<file path="src/rtl/mem_arbiter.sv">
// mem_arbiter: two-port memory arbiter, CPU on port 0 and DMA/loader on port 1.
// Define MEM_ARB_RR_EN for round-robin tie-breaking; otherwise port 0 wins ties.
module mem_arbiter (
    input  logic        clk,
    input  logic        reset,
    input  logic        p0_req,
    input  logic [31:0] p0_addr,
    input  logic [31:0] p0_wdata,
    input  logic        p0_we,
    input  logic [2:0]  p0_mode,
    output logic        p0_gnt,
    output logic        p0_ack,
    output logic [31:0] p0_rdata,
    input  logic        p1_req,
    input  logic [31:0] p1_addr,
    input  logic [31:0] p1_wdata,
    input  logic        p1_we,
    input  logic [2:0]  p1_mode,
    output logic        p1_gnt,
    output logic        p1_ack,
    output logic [31:0] p1_rdata,
    output logic [31:0] mem_addrs,
    output logic [31:0] data_mem_WRITE,
    output logic        mem_WE,
    output logic [2:0]  mem_MODE,
    input  logic [31:0] data_mem_READ
);
    typedef enum logic [1:0] {IDLE, GNT0, GNT1} state_t;
    state_t state, next_state;
    logic tie_to_p1;
`ifdef MEM_ARB_RR_EN
    logic last_grant;
    assign tie_to_p1 = !last_grant;
`else
    assign tie_to_p1 = 1'b0;
`endif
    // A granted port always leaves its grant state, so a lone streamer gets one access per 2 cycles.
    always_comb begin
        next_state = (state == GNT0) ? (p1_req ? GNT1 : IDLE) :
                     (state == GNT1) ? (p0_req ? GNT0 : IDLE) :
                     (p0_req && p1_req) ? (tie_to_p1 ? GNT1 : GNT0) :
                     p0_req ? GNT0 : p1_req ? GNT1 : IDLE;
    end
    assign p0_gnt         = (state == GNT0);
    assign p1_gnt         = (state == GNT1);
    assign mem_addrs      = p0_gnt ? p0_addr  : p1_gnt ? p1_addr  : '0;
    assign data_mem_WRITE = p0_gnt ? p0_wdata : p1_gnt ? p1_wdata : '0;
    assign mem_WE         = p0_gnt ? p0_we    : p1_gnt ? p1_we    : 1'b0;
    assign mem_MODE       = p0_gnt ? p0_mode  : p1_gnt ? p1_mode  : '0;
    always_ff @(posedge clk or negedge reset) begin
        if (!reset) begin
            state    <= IDLE;
            p0_ack   <= 1'b0;
            p1_ack   <= 1'b0;
            p0_rdata <= '0;
            p1_rdata <= '0;
        end else begin
            state  <= next_state;
            p0_ack <= p0_gnt;
            p1_ack <= p1_gnt;
            if (p0_gnt) p0_rdata <= data_mem_READ;
            if (p1_gnt) p1_rdata <= data_mem_READ;
        end
    end
`ifdef MEM_ARB_RR_EN
    always_ff @(posedge clk or negedge reset) begin
        if (!reset) last_grant <= 1'b1;
        else if (next_state == GNT0) last_grant <= 1'b0;
        else if (next_state == GNT1) last_grant <= 1'b1;
    end
`endif
endmodule

</file>
<file path="config.mk">
export PLATFORM = sky130hd
export DESIGN_NAME = mem_arbiter
export DESIGN_NICKNAME = d
export VERILOG_FILES = /design/src/rtl/mem_arbiter.sv
export SDC_FILE = /design/constraint.sdc
export NUM_CORES = 1
export LEC_CHECK = 0
export CAP_MARGIN = 40
export CORE_AREA = 4 4 119 121
export CTS_CLUSTER_SIZE = 16
export DETAILED_ROUTE_END_ITERATION = 6
export DIE_AREA = 0 0 123 125
export GPL_TIMING_DRIVEN = 0
export HOLD_SLACK_MARGIN = 0.12
export PLACE_DENSITY = 0.71
export SKIP_LAST_GASP = 1
export SYNTH_ARGS = -nofsm -noshare
export SYNTH_HDL_FRONTEND = slang
export SYNTH_SLANG_ARGS = --single-unit
</file>
<file path="constraint.sdc">
create_clock -name clk -period 1.66 [get_ports clk]
set_clock_uncertainty 0.1 [all_clocks]
set_input_delay 0.166 -clock clk [delete_from_list [all_inputs] [get_ports clk]]
set_output_delay 0.166 -clock clk [all_outputs]
set_load 0.01 [all_outputs]
</file>
==> impl_metrics.ini <==
[sta]
finalCritPeriodShare_pct = 114
worst_slack_ns = -0.240
finalMaxSlewViolations = 0
min_period_ns = 1.90
rsz0062_at_grt = yes
finalHoldViolations = 0
setup_violations = 75
maxSlewHeadroom_pct = 42.9
worst_pin_slew_ns = 0.857
fmax_ghz = 0.526

[die]
ios = 308
core_sq_um = 13100
start_util_pct = 25.4
die_x_microns = 123
dieArea_sq_um = 15400
fp-row-count = 42
die_h_microns = 125

[clock_tree]
numCtsBuffers = 9
root_buffer = clkbuf_16
clkSlewWorstSetupHoldPaths_ns = 0.06
htreeDepth = 3
cts.sinks = 68
clkLatencyLatePin_ns = 0.32
cts_tree = done
clk_path_buf_depth = 2

[routing]
drc_errors = 0
viasPerCell = 4.48
first_pass_iters = 4
drt_iter0_drc = 62
antenna_left = 0
wire_per_inst_microns = 20.1
num_vias = 3342
routed_wl_mm = 15.0

[power]
power_frac_clock_pct = 29.0
peakVddDrop_mv = 0.731
p_seq_share_pct = 31.6
p_comb_share_pct = 39.3
p_int_uw = 5190
swShare_pct = 26.8
power.total_uw = 7090
p_per_area_nw_per_um2 = 1010
power_switching_uw = 1900
leakage_uw = 0.00313

[finish]
regArea_sq_um = 1700
final_cell_area_sq_um = 7050
area_growth_pct = 112
final_cell_mix = clkdlybuf4s50_1 (236), a22o_1 (68), dfrtp_1 (68)
nFillCells = 1119
final_common_cell = clkdlybuf4s50_1
num-nets-final = 736
multi_input_area_sq_um = 1480
drive_gt1_share_pct = 33.6

[worst_hold_path]
min_to = state[1]
min_from = p1_req
hp-class = input port to register
whs_path_depth = 2

[global_routing]
grt_max_degree = 69
grt_first_pass_wirelength_mm = 21.5
grt_antenna_before_repair = 1
grt_usage_pct = 18.1
grt_remaining_overflow = 0
grt_pass1_vias = 3695

[logic_synthesis]
yosysTopAreaCell = dfrtp_1
syn_inst = 228
yosys-top-cells-area = dfrtp_1 (51%), a22o_1 (18%), mux2_4 (14%), mux2_2 (11%), buf_2 (2.4%)
synth_top_area_share_pct = 51.2
synth-seq-area-share_pct = 51.2
synth-seq-cells = 68
syn_area_sq_um = 3320
yosysWarningCount = 0
synth.avg_cell_area_sq_um = 14.6
synth_cell_type_count = 13
synth_nets = 400

[setup_path]
cp_max_fo = 5
critical-path-slowest-cell = dfrtp_1
critPathMaxStageDelay_ns = 0.39
arrival_ns = 1.63
path_class = register to output port
endpoint_kind = output port
crit-reg2reg-capture = p1_rdata[13]
regToRegStartpoint = state[0]
required_ns = 1.39
critPathLaunchType = register
cp_common_cell = buf_6
r2r_setup_slack_ns = -0.01
r2r_cells = 5
crit_chain = nor2b_4 > buf_6 > buf_6 > buf_8 > a22o_1 > buf_2

[placed_design]
gp_routability_congestion = 0.919
dp_hpwl_mm = 11.4
io_buffers = 307
placed_area_sq_um = 6610

[outcome]
status = finished, violations left
failed_checks = setup timing

[flow_run]
maxCapViolCount = 0
-- cell usage after synthesis --
library cell	n
a21boi_0	1
a22o_1	68
and2b_4	1
buf_2	16
buf_4	1
buf_6	5
dfrtp_1	68
mux2_2	33
mux2_4	31
nor2_1	1
nor2b_1	1
nor2b_2	1
o21a_1	1
-- flip-flops by register name (all words and copies together), names as in the netlist --
name and count:
p0_rdata 32, p1_rdata 32, state 2, p0_ack 1, p1_ack 1
-- critical path, delay by kind of cell, from the launching register on --
family	cells	cell delay, ns
simple gates	1	0.14
flops	1	0.39
buf+inv	4	0.53
compound gates	1	0.24
-- worst max-delay path by stage --
stage             start                  to  slack, ns
3_5_place_dp   state[1]  data_mem_WRITE[26]      -0.45
6_report       state[0]   data_mem_WRITE[5]      -0.24
3_3_place_gp      reset              p0_ack      -1.90
2_1_floorplan  state[0]        p1_rdata[10]       0.27
4_1_cts        state[0]   data_mem_WRITE[5]      -0.25
5_1_grt        state[0]   data_mem_WRITE[5]      -0.30
-- repair_timing --
action                                 4_1_cts  5_1_grt
gates resized for setup                    331       14
cloned                                       5        5
endpoints found under the hold margin       68        0
pin swaps                                   32       13
buffers inserted                             9        1
hold buffers                                 1        0
setup endpoints to repair                   70      100
-- power groups by stage --
stage | logic, uW | clock network [uW] | registers [uW]
detailed placement | 2770 | 0 | 2260
CTS | 2760 | 2130 | 2240
finish | 2790 | 2060 | 2240
global route | 2940 | 2200 | 2300
floorplan | 868 | 0 | 2420
global placement | 2750 | 0 | 2250
-- final cells by class --
class	count	area share, %
Antenna cell	1	0.0355
Buffer	22	3.89
Clock buffer	11	3.45
Clock inverter	5	1.21
Multi-Input combinational cell	138	21.0
Sequential cell	68	24.2
Tap cell	176	3.13
Timing Repair Buffer	325	43.1
-- stage by stage --
step | utilization [%] | std cells | worst slack, ns | setup TNS [ns] | hold slack, ns
floorplan | - | 228 | 0.265 | 0 | -0.230
global placement | 50.6 | 711 | -1.90 | -153.90 | 0.390
detailed placement | 50.5 | 711 | -0.450 | -25.96 | 0.233
CTS | 52.7 | 742 | -0.253 | -15.90 | 0.279
global route | 53.8 | 746 | -0.305 | -16.86 | 0.283
finish | 53.8 | 746 | -0.240 | -12.27 | 0.285
-- cells by family (layout without fill, tap and decap cells) --
group,Yosys count,after routing,share of synthesized area [%]
flip-flops,68,68,51.2
AO/OA/AOI/OAI,70,70,18.4
multiplexers,64,64,25.2
AND/OR/NAND/NOR,4,4,0.866
other,0,1,0
buffers and inverters,22,363,4.33
-- metal layers --
layer / wire (microns) / vias up / global-route usage [%]
li1: - / 1553 / -
met1: 5460 / 1612 / 19.1
met2: 7980 / 162 / 34.1
met3: 1380 / 15 / 6.14
met4: 189 / 0 / 4.10
met5: 0 / - / 0
Power figures use the tool's default switching activity.
